<file path="src/rtl/memory_access_unit_pkg.sv">
// Shared constants for the memory access unit: FSM state encoding,
// default bus widths and the wait-counter width.
package memory_access_unit_pkg;

    localparam int DEFAULT_DATA_W  = 16;
    localparam int DEFAULT_ADDR_W  = 16;
    localparam int DEFAULT_TIMEOUT = 15;
    localparam int CNT_W           = 8;

    typedef enum logic [2:0] {
        ST_IDLE = 3'd0,
        ST_REQ  = 3'd1,
        ST_WAIT = 3'd2,
        ST_DONE = 3'd3,
        ST_ERR  = 3'd4
    } state_t;

    // The unit is busy in every state other than IDLE.
    function automatic logic state_is_busy(input state_t s);
        return (s != ST_IDLE);
    endfunction

endpackage

</file>
<file path="src/rtl/memory_access_unit_if.sv">
// Bundle of the control-unit request/response signals and the memory-side
// handshake. master = the access unit, slave = its environment.
interface memory_access_unit_if
    import memory_access_unit_pkg::*;
#(
    parameter int DATA_W = DEFAULT_DATA_W,
    parameter int ADDR_W = DEFAULT_ADDR_W
);
    // Control-unit side
    logic              start;
    logic              wr_en;
    logic [ADDR_W-1:0] addr;
    logic [DATA_W-1:0] wdata;
    logic              busy;
    logic              done;
    logic              err;
    logic [DATA_W-1:0] output_MDR;

    // Memory side
    logic              mem_req;
    logic              mem_we;
    logic [ADDR_W-1:0] mem_addr;
    logic [DATA_W-1:0] mem_wdata;
    logic [DATA_W-1:0] mem_rdata;
    logic              mem_ack;

    modport master (
        input  start, wr_en, addr, wdata, mem_rdata, mem_ack,
        output busy, done, err, output_MDR, mem_req, mem_we, mem_addr, mem_wdata
    );

    modport slave (
        output start, wr_en, addr, wdata, mem_rdata, mem_ack,
        input  busy, done, err, output_MDR, mem_req, mem_we, mem_addr, mem_wdata
    );

endinterface

</file>
<file path="src/rtl/wait_counter.sv">
// Saturating wait-cycle counter: clear has priority over enable, and the
// count sticks at all-ones instead of wrapping.
module wait_counter
    import memory_access_unit_pkg::*;
#(
    parameter int W = CNT_W
) (
    input  logic         clk,
    input  logic         rst_n,
    input  logic         clear,
    input  logic         enable,
    output logic [W-1:0] count
);

    logic [W-1:0] count_reg;

    // Count enabled cycles, saturating at the maximum value.
    always_ff @(posedge clk or negedge rst_n) begin
        if (!rst_n) begin
            count_reg <= '0;
        end else if (clear) begin
            count_reg <= '0;
        end else if (enable && (count_reg != '1)) begin
            count_reg <= count_reg + 1'b1;
        end
    end

    assign count = count_reg;

endmodule

</file>
<file path="src/rtl/memory_access_unit.sv">
// Single-access memory sequencer: latches a request from the control unit,
// issues a one-cycle memory strobe, waits for an acknowledge with a bounded
// timeout and reports done or err. Reads land in output_MDR.
module memory_access_unit
    import memory_access_unit_pkg::*;
#(
    parameter int DATA_W  = DEFAULT_DATA_W,
    parameter int ADDR_W  = DEFAULT_ADDR_W,
    parameter int TIMEOUT = DEFAULT_TIMEOUT
) (
    input  logic                 CLK,
    input  logic                 RESET_N,
    memory_access_unit_if.master bus
);

    // The counter has counted TIMEOUT-1 idle WAIT cycles; one more idle
    // cycle makes TIMEOUT, which is the cycle that times out.
    localparam logic [CNT_W-1:0] TIMEOUT_LAST = CNT_W'(TIMEOUT - 1);

    state_t            state_reg;
    logic              done_reg;
    logic              err_reg;
    logic              mem_req_reg;
    logic              mem_we_reg;
    logic [ADDR_W-1:0] mem_addr_reg;
    logic [DATA_W-1:0] mem_wdata_reg;
    logic [DATA_W-1:0] mdr_reg;

    logic              cnt_clear;
    logic              cnt_enable;
    logic [CNT_W-1:0]  wait_count;
    logic              timeout_hit;

    assign cnt_clear   = (state_reg == ST_REQ);
    assign cnt_enable  = (state_reg == ST_WAIT) && !bus.mem_ack;
    assign timeout_hit = (wait_count == TIMEOUT_LAST);

    wait_counter #(
        .W (CNT_W)
    ) u_wait_counter (
        .clk    (CLK),
        .rst_n  (RESET_N),
        .clear  (cnt_clear),
        .enable (cnt_enable),
        .count  (wait_count)
    );

    // Access sequencer with registered outputs; done/err/mem_req are single
    // cycle pulses produced on entry to their states.
    always_ff @(posedge CLK or negedge RESET_N) begin
        if (!RESET_N) begin
            state_reg     <= ST_IDLE;
            done_reg      <= 1'b0;
            err_reg       <= 1'b0;
            mem_req_reg   <= 1'b0;
            mem_we_reg    <= 1'b0;
            mem_addr_reg  <= '0;
            mem_wdata_reg <= '0;
            mdr_reg       <= '0;
        end else begin
            done_reg    <= 1'b0;
            err_reg     <= 1'b0;
            mem_req_reg <= 1'b0;
            case (state_reg)
                ST_IDLE: begin
                    if (bus.start) begin
                        mem_addr_reg  <= bus.addr;
                        mem_wdata_reg <= bus.wdata;
                        mem_we_reg    <= bus.wr_en;
                        mem_req_reg   <= 1'b1;
                        state_reg     <= ST_REQ;
                    end
                end
                ST_REQ: begin
                    state_reg <= ST_WAIT;
                end
                ST_WAIT: begin
                    // An ack on the timeout cycle still completes the access.
                    if (bus.mem_ack) begin
                        if (!mem_we_reg) begin
                            mdr_reg <= bus.mem_rdata;
                        end
                        done_reg  <= 1'b1;
                        state_reg <= ST_DONE;
                    end else if (timeout_hit) begin
                        err_reg   <= 1'b1;
                        state_reg <= ST_ERR;
                    end
                end
                ST_DONE, ST_ERR: begin
                    state_reg <= ST_IDLE;
                end
                default: begin
                    state_reg <= ST_IDLE;
                end
            endcase
        end
    end

    assign bus.busy       = state_is_busy(state_reg);
    assign bus.done       = done_reg;
    assign bus.err        = err_reg;
    assign bus.mem_req    = mem_req_reg;
    assign bus.mem_we     = mem_we_reg;
    assign bus.mem_addr   = mem_addr_reg;
    assign bus.mem_wdata  = mem_wdata_reg;
    assign bus.output_MDR = mdr_reg;

endmodule

</file>
<file path="src/flat_wrapper.sv">
// flat-port wrapper written by rule: the top's interface ports become plain ports
module memory_access_unit_flat import memory_access_unit_pkg::*;
#(
    parameter int DATA_W  = DEFAULT_DATA_W,
    parameter int ADDR_W  = DEFAULT_ADDR_W,
    parameter int TIMEOUT = DEFAULT_TIMEOUT
)
  (CLK, RESET_N, bus_start, bus_wr_en, bus_addr, bus_wdata, bus_mem_rdata, bus_mem_ack, bus_busy, bus_done, bus_err, bus_output_MDR, bus_mem_req, bus_mem_we, bus_mem_addr, bus_mem_wdata);
  memory_access_unit_if #(.DATA_W(DATA_W), .ADDR_W(ADDR_W)) bus_i ();
  input  logic CLK;
  input  logic RESET_N;
  input wire logic [$bits(bus_i.start)-1:0] bus_start;
  input wire logic [$bits(bus_i.wr_en)-1:0] bus_wr_en;
  input wire logic [$bits(bus_i.addr)-1:0] bus_addr;
  input wire logic [$bits(bus_i.wdata)-1:0] bus_wdata;
  input wire logic [$bits(bus_i.mem_rdata)-1:0] bus_mem_rdata;
  input wire logic [$bits(bus_i.mem_ack)-1:0] bus_mem_ack;
  output wire logic [$bits(bus_i.busy)-1:0] bus_busy;
  output wire logic [$bits(bus_i.done)-1:0] bus_done;
  output wire logic [$bits(bus_i.err)-1:0] bus_err;
  output wire logic [$bits(bus_i.output_MDR)-1:0] bus_output_MDR;
  output wire logic [$bits(bus_i.mem_req)-1:0] bus_mem_req;
  output wire logic [$bits(bus_i.mem_we)-1:0] bus_mem_we;
  output wire logic [$bits(bus_i.mem_addr)-1:0] bus_mem_addr;
  output wire logic [$bits(bus_i.mem_wdata)-1:0] bus_mem_wdata;
  assign bus_i.start = bus_start;
  assign bus_i.wr_en = bus_wr_en;
  assign bus_i.addr = bus_addr;
  assign bus_i.wdata = bus_wdata;
  assign bus_i.mem_rdata = bus_mem_rdata;
  assign bus_i.mem_ack = bus_mem_ack;
  assign bus_busy = bus_i.busy;
  assign bus_done = bus_i.done;
  assign bus_err = bus_i.err;
  assign bus_output_MDR = bus_i.output_MDR;
  assign bus_mem_req = bus_i.mem_req;
  assign bus_mem_we = bus_i.mem_we;
  assign bus_mem_addr = bus_i.mem_addr;
  assign bus_mem_wdata = bus_i.mem_wdata;
  memory_access_unit #(.DATA_W(DATA_W), .ADDR_W(ADDR_W), .TIMEOUT(TIMEOUT)) u_core (.CLK(CLK), .RESET_N(RESET_N), .bus(bus_i));
endmodule
</file>
<file path="config.mk">
export PLATFORM = sky130hd
export DESIGN_NAME = memory_access_unit_flat
export DESIGN_NICKNAME = d
export VERILOG_FILES = /design/src/rtl/memory_access_unit_pkg.sv /design/src/rtl/memory_access_unit_if.sv /design/src/rtl/wait_counter.sv /design/src/rtl/memory_access_unit.sv /design/src/flat_wrapper.sv
export SDC_FILE = /design/constraint.sdc
export NUM_CORES = 1
export LEC_CHECK = 0
export CORE_MARGIN = 8
export CORE_UTILIZATION = 31
export CTS_CLUSTER_DIAMETER = 150
export CTS_CLUSTER_SIZE = 25
export DETAILED_ROUTE_END_ITERATION = 10
export REMOVE_ABC_BUFFERS = 1
export SLEW_MARGIN = 20
export SYNTH_ARGS = -nofsm -noshare
export SYNTH_HDL_FRONTEND = slang
export SYNTH_HIERARCHICAL = 1
export SYNTH_SLANG_ARGS = --single-unit
export TNS_END_PERCENT = 20
</file>
<file path="constraint.sdc">
create_clock -name CLK -period 2.8 [get_ports CLK]
set_clock_uncertainty 0.05 [all_clocks]
set_input_delay 0.84 -clock CLK [delete_from_list [all_inputs] [get_ports CLK]]
set_output_delay 0.84 -clock CLK [all_outputs]
set_load 0.01 [all_outputs]
</file>
==> metrics.cfg <==
[timing]
fin_crit_sh_pct = 94.0
fmax_mhz = 380
rsz0062_at_grt = no
hold_viol = 0
slew_viol_final = 0
fin_crit_ns = 2.63
setup_tns_ns = 0
worst_pin_slew_ns = 0.499
max_slew_margin_pct = 66.7
setup_viol = 0

[setup_path]
slowest_stage = clkdlybuf4s50_1
crit_chain = or3_4 -> clkdlybuf4s50_1
crit_family = buffers and inverters
worstPathMaxFanout = 6
reg2reg_to = u_core/u_wait_counter/count[0]$_DFFE_PN0P_
critPathBufInv = 1
timing.rr.start = u_core/u_wait_counter/count[0]$_DFFE_PN0P_
setup.worst_path.start_class = register
path_class = register to output pin
rr_worst_depth = 4
arrival_ns = 1.74
max_stage_delay_ns = 0.52
cp.required_ns = 1.91
reg2reg_slack_ns = 1.02
end_kind = output pin

[floorplanning]
num_rows = 33
die_area_um2 = 11600
design.core.area_um2 = 8180
die_w_um = 108
fp.dieH_um = 108
ioPinCount = 106
initial_core_util_pct = 31.9

[cells_and_area]
fillers = 759
final_util_pct = 49.0
area_delta_synth_final_pct = 53.3
drive_gt1_share_pct = 26.8
stdcell_area_um2 = 4000
final_nets = 348
num_antenna_cells = 0
final_cells = 404

[logic_synthesis]
synthMuxAreaShare_pct = 22.8
synthArstFlopShare_pct = 100
syn_inst = 177
synthAdderAreaFrac_pct = 0.479
synth_top_family_by_area = multiplexers
ys_warn_count = 6
synth_compound_area_share_pct = 2.78
ys_types = 36
synth_ff_type = dfrtp_1
synth_edf_count = 0
ys_seq_area_share_pct = 60.4
ys_top_cells_by_count = dfrtp_1, mux2_2, nor3_1
avgSynthCellArea_um2 = 14.8
ys_seq_elements = 63
synth.area.top_cells = dfrtp_1, mux2_2, buf_6
yosysMostFrequentCell = dfrtp_1
synthSimpleGateAreaFrac_pct = 10.8
netlist_area_um2 = 2610
synth.top_cell.area_share_pct = 60.4
synth-xor-area-share_pct = 0
synth_top_area_cell = dfrtp_1

[clocking]
clkSinkCount = 63
clockRootBuffer = clkbuf_8
cts_tree = done
clk_latency_ns = 0.33
h-tree-depth = 3
ctsResizeCount = 0
ctsHoldBuffers = 0
cts_setup_buffers = 0
cts_buffer_depth = 2
numCtsBuffers = 9
clk_pin_slew_ns = 0.06

[power]
report.power.total_mw = 4.10
p_per_area_nw_per_um2 = 1020
ir_drop_mv = 0.488
power_leakage_nw = 1.65

[grt]
gr-usage-all-layers_pct = 11.3
grt_pass1_vias = 1977
grt_max_degree = 35
antenna_found_initial = 0
grt.overflow.total = 0
grt_pass1_wl_mm = 10.2

[placed_design]
port_buffers = 105
dp_hpwl_mm = 4.72
dp_cells = 388
place_area_um2 = 3810
gp_congestion = 0.793

[routing]
vias = 1885
vias_per_cell = 4.67
drt_pass1_iterations = 4
drcViolationCount = 0
ant_nets = 0
wl_mm = 6.27
wire_per_inst_um = 15.5
drt_iter0_drc = 61

[flow_run]
cap_violations = 0

[run_status]
status = finished, final reports clean

[min_path]
hp-class = input pin to asynchronous set/reset pin

-- where the power goes --
part | internal, mW | switching (mW) | total [mW]
clock network | 0.431 | 0.326 | 0.758
registers | 1.31 | 0.228 | 1.54
logic | 1.15 | 0.648 | 1.80
-- logic make-up after synthesis --
group           after synthesis
mux                          53
fa+ha+maj                     1
simple gates                 39
flops                        63
compound gates               11
buf+inv                      10
-- area by class of cell --
| type | count | area (um^2) | share of cell area [%] |
|---|---|---|---|
| flip-flops and latches | 63 | 1580 | 39.4 |
| repair buffers | 113 | 1130 | 28.3 |
| multi-input cells | 104 | 962 | 24.0 |
| clock buffers | 12 | 145 | 3.63 |
| well taps | 105 | 131 | 3.28 |
| clock inverters | 4 | 45.0 | 1.13 |
| inverters | 3 | 11.3 | 0.281 |
-- cells in the final DEF, fill, tap and decap left out, types with 3 or more instances in the layout --
cell,synthesis,layout
dfrtp_1,63,63
nor3_1,6,6
nor4_1,4,4
mux2_2,51,51
nor3b_1,3,3
inv_1,3,3
a21oi_1,4,4
nor2b_1,4,4
nand2b_1,4,4
clkinv_2,0,3
buf_4,1,6
clkdlybuf4s50_1,0,104
clkbuf_8,0,10
-- how the worst max path moves through the flow --
stage                                          from  depth (start not counted)                                         end  slack (ns)
finish              u_core/state_reg[1]$_DFFE_PN0P_                          2                                    bus_busy        0.17
global route        u_core/state_reg[1]$_DFFE_PN0P_                          2                                    bus_busy        0.09
CTS                 u_core/state_reg[1]$_DFFE_PN0P_                          2                                    bus_busy        0.13
detailed placement                      bus_mem_ack                          6  u_core/u_wait_counter/count[7]$_DFFE_PN0P_        0.17
global placement                        bus_mem_ack                          6  u_core/u_wait_counter/count[7]$_DFFE_PN0P_        0.25
floorplan                               bus_mem_ack                          4  u_core/u_wait_counter/count[7]$_DFFE_PN0P_        0.59
-- stage by stage --
step | worst slack [ns] | hold slack [ns]
floorplan | 0.587 | 0.431
CTS | 0.133 | 0.416
finish | 0.167 | 0.422
global placement | 0.254 | 0.439
global route | 0.0949 | 0.432
detailed placement | 0.166 | 0.445
-- worst register-to-register path, cell delays in order, from the launching register on --
cell and delay [ns]:
dfrtp_1 0.44, ha_1 0.30, and4_2 0.29, a21boi_1 0.23, mux2_2 0.36
-- per-layer routing --
metal,wire length [um],GRT usage [%]
met1,2770,13.7
met2,2910,17.1
met3,497,4.97
met4,85,4.76
met5,0,0
Power figures use the tool's default switching activity.
